File: src/rtl/ysyx_22050039_lsu_if.sv
// Bundle of the upstream record, data-memory port and write-back record
// around the load/store unit. The master side is the LSU itself; the
// slave side is the surrounding pipeline and memory system.
interface ysyx_22050039_lsu_if #(
    parameter int XLEN = 64
);
    // upstream (execute -> LSU)
    logic            in_valid;
    logic            in_ready;
    logic [1:0]      in_mem_op;
    logic [1:0]      in_size;
    logic            in_unsigned;
    logic [XLEN-1:0] in_result;
    logic [XLEN-1:0] in_wdata;
    logic [4:0]      in_rd;
    logic            in_rf_wen;

    // data-memory request/response
    logic            mem_req_valid;
    logic            mem_req_ready;
    logic [XLEN-1:0] mem_addr;
    logic            mem_wen;
    logic [63:0]     mem_wdata;
    logic [7:0]      mem_wmask;
    logic            mem_resp_valid;
    logic [63:0]     mem_rdata;

    // write-back record (LSU -> next stage)
    logic            out_valid;
    logic            out_ready;
    logic [XLEN-1:0] out_result;
    logic [4:0]      out_rd;
    logic            out_rf_wen;
    logic            out_misalign;

    modport master (
        input  in_valid, in_mem_op, in_size, in_unsigned, in_result,
               in_wdata, in_rd, in_rf_wen,
        output in_ready,
        output mem_req_valid, mem_addr, mem_wen, mem_wdata, mem_wmask,
        input  mem_req_ready, mem_resp_valid, mem_rdata,
        output out_valid, out_result, out_rd, out_rf_wen, out_misalign,
        input  out_ready
    );

    modport slave (
        output in_valid, in_mem_op, in_size, in_unsigned, in_result,
               in_wdata, in_rd, in_rf_wen,
        input  in_ready,
        input  mem_req_valid, mem_addr, mem_wen, mem_wdata, mem_wmask,
        output mem_req_ready, mem_resp_valid, mem_rdata,
        input  out_valid, out_result, out_rd, out_rf_wen, out_misalign,
        output out_ready
    );
endinterface

File: src/rtl/ysyx_22050039_lsu.sv
// Load/store stage: takes one execute record at a time, performs an aligned
// byte/half/word/double access over a 64-bit memory port (or passes the
// record straight through), and presents one write-back record.
module ysyx_22050039_lsu #(
    parameter int XLEN = 64
) (
    input  logic                     clk,
    input  logic                     rst,
    ysyx_22050039_lsu_if.master      bus
);

    typedef enum logic [1:0] {
        S_IDLE = 2'd0,
        S_REQ  = 2'd1,
        S_WAIT = 2'd2,
        S_DONE = 2'd3
    } state_t;

    localparam logic [1:0] OP_LOAD  = 2'd1;
    localparam logic [1:0] OP_STORE = 2'd2;

    // Byte strobes for an access of the given size starting at lane 0.
    function automatic logic [7:0] size_mask(input logic [1:0] size);
        case (size)
            2'd0:    size_mask = 8'h01;
            2'd1:    size_mask = 8'h03;
            2'd2:    size_mask = 8'h0F;
            default: size_mask = 8'hFF;
        endcase
    endfunction

    // An access is misaligned when the offset is not a multiple of its size.
    function automatic logic is_misaligned(input logic [2:0] off, input logic [1:0] size);
        case (size)
            2'd0:    is_misaligned = 1'b0;
            2'd1:    is_misaligned = off[0];
            2'd2:    is_misaligned = |off[1:0];
            default: is_misaligned = |off;
        endcase
    endfunction

    // Pick the addressed lane out of the aligned doubleword, truncate and extend.
    function automatic logic [63:0] load_extend(input logic [63:0] raw,
                                                input logic [2:0]  off,
                                                input logic [1:0]  size,
                                                input logic        uns);
        logic [63:0]        lane;
        logic signed [7:0]  b;
        logic signed [15:0] h;
        logic signed [31:0] w;
        lane = raw >> {off, 3'b000};
        b    = signed'(lane[7:0]);
        h    = signed'(lane[15:0]);
        w    = signed'(lane[31:0]);
        case (size)
            2'd0:    load_extend = uns ? {56'd0, lane[7:0]}  : {{56{b[7]}},  b};
            2'd1:    load_extend = uns ? {48'd0, lane[15:0]} : {{48{h[15]}}, h};
            2'd2:    load_extend = uns ? {32'd0, lane[31:0]} : {{32{w[31]}}, w};
            default: load_extend = lane;
        endcase
    endfunction

    state_t          state_q, state_d;
    logic [2:0]      off_q, off_d;
    logic [1:0]      size_q, size_d;
    logic            unsigned_q, unsigned_d;
    logic            is_store_q, is_store_d;
    logic [XLEN-1:0] mem_addr_q, mem_addr_d;
    logic            mem_wen_q, mem_wen_d;
    logic [63:0]     mem_wdata_q, mem_wdata_d;
    logic [7:0]      mem_wmask_q, mem_wmask_d;
    logic [XLEN-1:0] out_result_q, out_result_d;
    logic [4:0]      out_rd_q, out_rd_d;
    logic            out_rf_wen_q, out_rf_wen_d;
    logic            out_misalign_q, out_misalign_d;

    logic            in_is_load;
    logic            in_is_store;
    logic            in_misal;
    logic [2:0]      in_off;

    // Decode the incoming record; only meaningful while IDLE and in_valid.
    always_comb begin
        in_off      = bus.in_result[2:0];
        in_is_load  = (bus.in_mem_op == OP_LOAD);
        in_is_store = (bus.in_mem_op == OP_STORE);
        in_misal    = (in_is_load || in_is_store) && is_misaligned(in_off, bus.in_size);
    end

    // Next-state and next-record computation for the four-state handshake FSM.
    always_comb begin
        state_d        = state_q;
        off_d          = off_q;
        size_d         = size_q;
        unsigned_d     = unsigned_q;
        is_store_d     = is_store_q;
        mem_addr_d     = mem_addr_q;
        mem_wen_d      = mem_wen_q;
        mem_wdata_d    = mem_wdata_q;
        mem_wmask_d    = mem_wmask_q;
        out_result_d   = out_result_q;
        out_rd_d       = out_rd_q;
        out_rf_wen_d   = out_rf_wen_q;
        out_misalign_d = out_misalign_q;

        case (state_q)
            S_IDLE: begin
                if (bus.in_valid) begin
                    off_d          = in_off;
                    size_d         = bus.in_size;
                    unsigned_d     = bus.in_unsigned;
                    is_store_d     = in_is_store;
                    out_rd_d       = bus.in_rd;
                    out_misalign_d = in_misal;
                    out_rf_wen_d   = bus.in_rf_wen && (bus.in_rd != 5'd0)
                                     && !in_is_store && !in_misal;
                    if ((!in_is_load && !in_is_store) || in_misal) begin
                        // pass-through value, or the faulting address
                        out_result_d = bus.in_result;
                        state_d      = S_DONE;
                    end else begin
                        mem_addr_d  = {bus.in_result[XLEN-1:3], 3'b000};
                        mem_wen_d   = in_is_store;
                        mem_wdata_d = bus.in_wdata << {in_off, 3'b000};
                        mem_wmask_d = size_mask(bus.in_size) << in_off;
                        state_d     = S_REQ;
                    end
                end
            end
            S_REQ: begin
                if (bus.mem_req_ready) begin
                    state_d = S_WAIT;
                end
            end
            S_WAIT: begin
                if (bus.mem_resp_valid) begin
                    out_result_d = is_store_q ? '0
                                 : load_extend(bus.mem_rdata, off_q, size_q, unsigned_q);
                    state_d      = S_DONE;
                end
            end
            default: begin
                if (bus.out_ready) begin
                    state_d = S_IDLE;
                end
            end
        endcase
    end

    // State and record registers; reset drops any in-flight record.
    always_ff @(posedge clk) begin
        if (rst) begin
            state_q        <= S_IDLE;
            off_q          <= '0;
            size_q         <= '0;
            unsigned_q     <= 1'b0;
            is_store_q     <= 1'b0;
            mem_addr_q     <= '0;
            mem_wen_q      <= 1'b0;
            mem_wdata_q    <= '0;
            mem_wmask_q    <= '0;
            out_result_q   <= '0;
            out_rd_q       <= '0;
            out_rf_wen_q   <= 1'b0;
            out_misalign_q <= 1'b0;
        end else begin
            state_q        <= state_d;
            off_q          <= off_d;
            size_q         <= size_d;
            unsigned_q     <= unsigned_d;
            is_store_q     <= is_store_d;
            mem_addr_q     <= mem_addr_d;
            mem_wen_q      <= mem_wen_d;
            mem_wdata_q    <= mem_wdata_d;
            mem_wmask_q    <= mem_wmask_d;
            out_result_q   <= out_result_d;
            out_rd_q       <= out_rd_d;
            out_rf_wen_q   <= out_rf_wen_d;
            out_misalign_q <= out_misalign_d;
        end
    end

    // Handshake outputs decode straight from the state register.
    always_comb begin
        bus.in_ready      = (state_q == S_IDLE);
        bus.mem_req_valid = (state_q == S_REQ);
        bus.out_valid     = (state_q == S_DONE);
        bus.mem_addr      = mem_addr_q;
        bus.mem_wen       = mem_wen_q;
        bus.mem_wdata     = mem_wdata_q;
        bus.mem_wmask     = mem_wmask_q;
        bus.out_result    = out_result_q;
        bus.out_rd        = out_rd_q;
        bus.out_rf_wen    = out_rf_wen_q;
        bus.out_misalign  = out_misalign_q;
    end

endmodule

File: src/flat_wrapper.sv
// flat-port wrapper written by rule: the top's interface ports become plain ports
module ysyx_22050039_lsu_flat 
#(
    parameter int XLEN = 64
)
  (clk, rst, bus_in_valid, bus_in_mem_op, bus_in_size, bus_in_unsigned, bus_in_result, bus_in_wdata, bus_in_rd, bus_in_rf_wen, bus_in_ready, bus_mem_req_valid, bus_mem_addr, bus_mem_wen, bus_mem_wdata, bus_mem_wmask, bus_mem_req_ready, bus_mem_resp_valid, bus_mem_rdata, bus_out_valid, bus_out_result, bus_out_rd, bus_out_rf_wen, bus_out_misalign, bus_out_ready);
  ysyx_22050039_lsu_if #(.XLEN(XLEN)) bus_i ();
  input  logic clk;
  input  logic rst;
  input wire logic [$bits(bus_i.in_valid)-1:0] bus_in_valid;
  input wire logic [$bits(bus_i.in_mem_op)-1:0] bus_in_mem_op;
  input wire logic [$bits(bus_i.in_size)-1:0] bus_in_size;
  input wire logic [$bits(bus_i.in_unsigned)-1:0] bus_in_unsigned;
  input wire logic [$bits(bus_i.in_result)-1:0] bus_in_result;
  input wire logic [$bits(bus_i.in_wdata)-1:0] bus_in_wdata;
  input wire logic [$bits(bus_i.in_rd)-1:0] bus_in_rd;
  input wire logic [$bits(bus_i.in_rf_wen)-1:0] bus_in_rf_wen;
  output wire logic [$bits(bus_i.in_ready)-1:0] bus_in_ready;
  output wire logic [$bits(bus_i.mem_req_valid)-1:0] bus_mem_req_valid;
  output wire logic [$bits(bus_i.mem_addr)-1:0] bus_mem_addr;
  output wire logic [$bits(bus_i.mem_wen)-1:0] bus_mem_wen;
  output wire logic [$bits(bus_i.mem_wdata)-1:0] bus_mem_wdata;
  output wire logic [$bits(bus_i.mem_wmask)-1:0] bus_mem_wmask;
  input wire logic [$bits(bus_i.mem_req_ready)-1:0] bus_mem_req_ready;
  input wire logic [$bits(bus_i.mem_resp_valid)-1:0] bus_mem_resp_valid;
  input wire logic [$bits(bus_i.mem_rdata)-1:0] bus_mem_rdata;
  output wire logic [$bits(bus_i.out_valid)-1:0] bus_out_valid;
  output wire logic [$bits(bus_i.out_result)-1:0] bus_out_result;
  output wire logic [$bits(bus_i.out_rd)-1:0] bus_out_rd;
  output wire logic [$bits(bus_i.out_rf_wen)-1:0] bus_out_rf_wen;
  output wire logic [$bits(bus_i.out_misalign)-1:0] bus_out_misalign;
  input wire logic [$bits(bus_i.out_ready)-1:0] bus_out_ready;
  assign bus_i.in_valid = bus_in_valid;
  assign bus_i.in_mem_op = bus_in_mem_op;
  assign bus_i.in_size = bus_in_size;
  assign bus_i.in_unsigned = bus_in_unsigned;
  assign bus_i.in_result = bus_in_result;
  assign bus_i.in_wdata = bus_in_wdata;
  assign bus_i.in_rd = bus_in_rd;
  assign bus_i.in_rf_wen = bus_in_rf_wen;
  assign bus_in_ready = bus_i.in_ready;
  assign bus_mem_req_valid = bus_i.mem_req_valid;
  assign bus_mem_addr = bus_i.mem_addr;
  assign bus_mem_wen = bus_i.mem_wen;
  assign bus_mem_wdata = bus_i.mem_wdata;
  assign bus_mem_wmask = bus_i.mem_wmask;
  assign bus_i.mem_req_ready = bus_mem_req_ready;
  assign bus_i.mem_resp_valid = bus_mem_resp_valid;
  assign bus_i.mem_rdata = bus_mem_rdata;
  assign bus_out_valid = bus_i.out_valid;
  assign bus_out_result = bus_i.out_result;
  assign bus_out_rd = bus_i.out_rd;
  assign bus_out_rf_wen = bus_i.out_rf_wen;
  assign bus_out_misalign = bus_i.out_misalign;
  assign bus_i.out_ready = bus_out_ready;
  ysyx_22050039_lsu #(.XLEN(XLEN)) u_core (.clk(clk), .rst(rst), .bus(bus_i));
endmodule
File: config.mk
export PLATFORM = sky130hd
export DESIGN_NAME = ysyx_22050039_lsu_flat
export DESIGN_NICKNAME = d
export VERILOG_FILES = /design/src/rtl/ysyx_22050039_lsu_if.sv /design/src/rtl/ysyx_22050039_lsu.sv /design/src/flat_wrapper.sv
export SDC_FILE = /design/constraint.sdc
export NUM_CORES = 1
export LEC_CHECK = 0
export ABC_AREA = 0
export CAP_MARGIN = 20
export CORE_ASPECT_RATIO = 1.75
export CORE_MARGIN = 1.5
export CORE_UTILIZATION = 40
export DETAILED_ROUTE_END_ITERATION = 6
export PLACE_DENSITY_LB_ADDON = 0.08
export SETUP_SLACK_MARGIN = 0.4
export SYNTH_ARGS = -nofsm -noshare
export SYNTH_HDL_FRONTEND = slang
export SYNTH_SLANG_ARGS = --single-unit
File: constraint.sdc
create_clock -name clk -period 3.4 [get_ports clk]
set_input_delay 0.68 -clock clk [delete_from_list [all_inputs] [get_ports clk]]
set_output_delay 0.68 -clock clk [all_outputs]
set_load 0.005 [all_outputs]
==> flow_metrics.py <==
metrics = {
    "outcome": {
        "outcome": "complete, no violations",
    },
    "floorplan": {
        "placementRows": 82,
        "dieArea_mm2": 0.0305,
        "die_h_um": 230,
        "num_io_pins": 420,
        "core_area_mm2": 0.0288,
        "die_w_um": 133,
        "initial_core_util_pct": 40.8,
    },
    "worst_setup_path": {
        "path_cells": "buf_4, nor2b_1, a22oi_1, nand4_1, a41oi_4, buf_4, nor2_4, a2111oi_2",
        "cpMaxStageDelayCell": "dfxtp_1",
        "critPathLaunch": "u_core.off_q[2]",
        "r2r-end": "u_core.bus.out_result[48]",
        "worstPathRequired_ps": 3820,
        "cp-endpoint": "u_core.bus.out_result[48]",
        "crit_fanout": 21,
        "r2r_slack_ps": 670,
        "crit_buf_inv": 2,
        "worstSetupPathDepth": 8,
        "reg2regPathDepth": 8,
        "path_common_cell": "buf_4",
        "reg2reg_from": "u_core.off_q[2]",
        "crit_type": "flip-flop to flip-flop",
        "slowest_delay_ps": 680,
        "arrival_ps": 3150,
        "start_kind": "flip-flop",
        "crit_family": "compound AO/OA/AOI/OAI gates",
        "cp-end-kind": "flip-flop",
    },
    "yosys": {
        "postSynthCellCount": 1506,
        "synthArstFlopShare_pct": 0,
        "syn-cell-area_mm2": 0.0118,
        "ys_warn_count": 0,
        "synth-seq-cells": 214,
        "synth.avg_cell_area_um2": 7.82,
        "synth_top_cell_by_area": "dfxtp_1",
        "synth_top_flop_cell": "dfxtp_1",
        "yosys-top-cells-area": "dfxtp_1, nand2_1, a21oi_1",
        "synth_edf_count": 0,
        "synth_top_area_share_pct": 36.4,
        "seq_area_frac_synth_pct": 36.4,
        "synth.distinct_cells": 55,
    },
    "timing": {
        "max_slew_margin_pct": 40.9,
        "tns_ps": 0,
        "setup-violations-final": 0,
        "fin_ws_ps": 672,
        "hold_viol": 0,
        "fin_crit_ps": 2730,
        "tightest_slew_ps": 879,
        "rsz0062_at_grt": "no",
        "period_share_pct": 80.2,
        "finClkSkew_ps": 17.2,
        "fmax_mhz": 367,
        "slew_viol_final": 0,
    },
    "global_route": {
        "grt_antenna_before_repair": 2,
        "globalRouteOverflowTotal": 0,
        "grt_max_degree": 100,
        "grt_pass1_wl_mm": 74.2,
        "track_usage_pct": 31.6,
        "grt_pass1_vias": 12400,
    },
    "flow_run": {
        "maxCapViolCount": 0,
    },
    "power_and_ir_drop": {
        "ir_drop_mv": 0.423,
        "internal_power_mw": 6.60,
        "clkPwrFrac_pct": 26.0,
        "p_per_area_mw_per_mm2": 616,
        "p_switching_mw": 3.90,
        "power_frac_seq_pct": 30.7,
        "p_comb_share_pct": 43.3,
        "switching_share_pct": 37.1,
        "leakage_nw": 6.04,
    },
    "detailed_routing": {
        "firstDrtPassIters": 6,
        "vias_per_cell": 5.69,
        "wire_per_inst_um": 22.1,
        "drc": 0,
        "routed_wirelength_mm": 49.7,
        "vias": 12800,
        "postRouteAntennaNets": 0,
        "drtIter0Drc": 850,
    },
    "layout": {
        "fin_nets": 2065,
        "drive_above_1_share_pct": 8.47,
        "area_delta_synth_final_pct": 44.7,
    },
    "placement": {
        "place_ws_ps": 268,
        "hpwlAfterDp_mm": 37.6,
        "portBuffers": 416,
        "gp_congestion": 0.974,
    },
    "clocking": {
        "cts_tree": "built",
        "cts_buffers": 23,
        "htreeDepth": 1,
        "post-cts-setup-buffers": 0,
        "clkTransAtPathRegs_ps": 60,
        "cts_buffer_depth": 3,
        "clkSinkCount": 214,
        "cts_root_buf": "clkbuf_16",
        "clk_latency_ps": 530,
        "cts_resized": 0,
        "cts.hold.buffers_added": 0,
    },
    "worst_hold_path": {
        "min_path_type": "flip-flop to flip-flop",
        "min_path_cells": 2,
    },
}
-- cell type report --
class                           instances  area, um2
Antenna cell                            2       5.00
Clock buffer                           29        638
Clock inverter                         11        163
Fill cell                            2674      11800
Inverter                               18       67.6
Multi-Input combinational cell       1138       6870
Sequential cell                       214       4290
Tap cell                              378        473
Timing Repair Buffer                  456       4540
-- per-stage QoR --
| step | cell area, um2 | total power, mW | cells | utilization (%) | hold slack (ps) |
|---|---|---|---|---|---|
| final | 17000 | 10.5 | 2246 | 59.1 | 451 |
| after global routing | 17000 | 11.1 | 2246 | 59.1 | 471 |
| after CTS | 17000 | 10.5 | 2244 | 59.1 | 455 |
| after detailed placement | 16200 | 7.80 | 2204 | 56.3 | 446 |
| after global placement | 16200 | 7.74 | 2204 | 56.3 | 438 |
| after floorplan | 11800 | 5.70 | 1508 | - | 445 |
-- cell families after synthesis --
group / share of synthesized area, %
DFF: 36.4
other: 0.0318
muxes: 12.5
and+or+nand+nor: 20.4
adders and majority gates: 0.531
buffers and inverters: 5.49
AOI/OAI and AO/OA: 24.6
-- placed cells by master (no fill, tap or decap), drive strengths merged, types with 5 or more instances in the layout --
master,synthesis,routed
a2111oi,9,9
a211oi,92,92
a21o,10,10
a21oi,178,178
a221oi,24,24
a22oi,12,12
a311oi,14,14
a32o,6,6
buf,48,44
clkbuf,90,29
clkdlybuf4s50,0,412
clkinv,3,7
dfxtp,214,214
ha,5,5
inv,15,18
mux2,41,41
mux2i,79,79
mux4,10,10
nand2,258,258
nand2b,7,7
nand3,21,21
nand3b,9,9
nor2,174,174
nor2b,28,28
nor3,36,36
nor3b,16,16
o21ai,59,59
o22ai,8,8
o41ai,7,7
-- power by group through the flow --
stage               clock (mW)  combinational [mW]  sequential, mW
floorplan                    0                2.46            3.25
global placement             0                4.48            3.26
detailed placement           0                4.53            3.27
CTS                       2.78                4.55            3.22
global route              2.88                4.92            3.27
finish                    2.73                4.55            3.22
-- worst min-delay path by stage --
stage	startpoint	end	slack, ps
after detailed placement	u_core.bus.mem_addr[18]	u_core.bus.mem_addr[18]	450
after CTS	u_core.bus.mem_addr[18]	u_core.bus.mem_addr[18]	450
after global routing	u_core.bus.mem_addr[18]	u_core.bus.mem_addr[18]	470
final	u_core.bus.mem_addr[42]	u_core.bus.mem_addr[42]	450
after floorplan	u_core.is_store_q	u_core.is_store_q	440
after global placement	u_core.bus.mem_wdata[10]	u_core.bus.mem_wdata[10]	440
-- worst min-delay path, cell delays in order, from the launching register on --
cell	delay (ps)
dfxtp_1	310
nand2_1	50
a21oi_1	50
-- registers in the layout, indices dropped and copies added, names as in the netlist, 2 cells and up --
register,flops
u_core.size_q,2
u_core.bus.mem_wdata,64
u_core.bus.out_rd,5
u_core.bus.mem_addr,61
u_core.bus.mem_wmask,8
u_core.bus.out_result,64
u_core.state_q,2
u_core.off_q,3
-- routing by layer --
metal | GRT usage [%] | share of wire [%] | vias up
met5 | 0 | 0 | -
met3 | 6.02 | 6.7 | 120
met4 | 19.1 | 6.6 | 0
met2 | 57.9 | 52 | 545
met1 | 33.1 | 35 | 6038
li1 | - | - | 6074
-- Yosys cell counts (8+ instances only) --
cell type and instances:
dfxtp_1 214, a311oi_1 14, a22oi_1 10, nand3_1 21, a211oi_1 89, a221oi_1 24
o21ai_1 9, nor3b_1 15, clkbuf_1 90, o22ai_1 8, buf_2 22, o21ai_0 50
nor2b_1 28, mux2_2 41, nor3_1 36, buf_1 18, nand3b_1 9, mux2i_1 79
a2111oi_2 9, nand2_1 258, mux4_2 10, nor2_1 172, a21o_1 10, inv_1 15
a21oi_1 178
No activity file was read; power rests on OpenSTA's default activity.
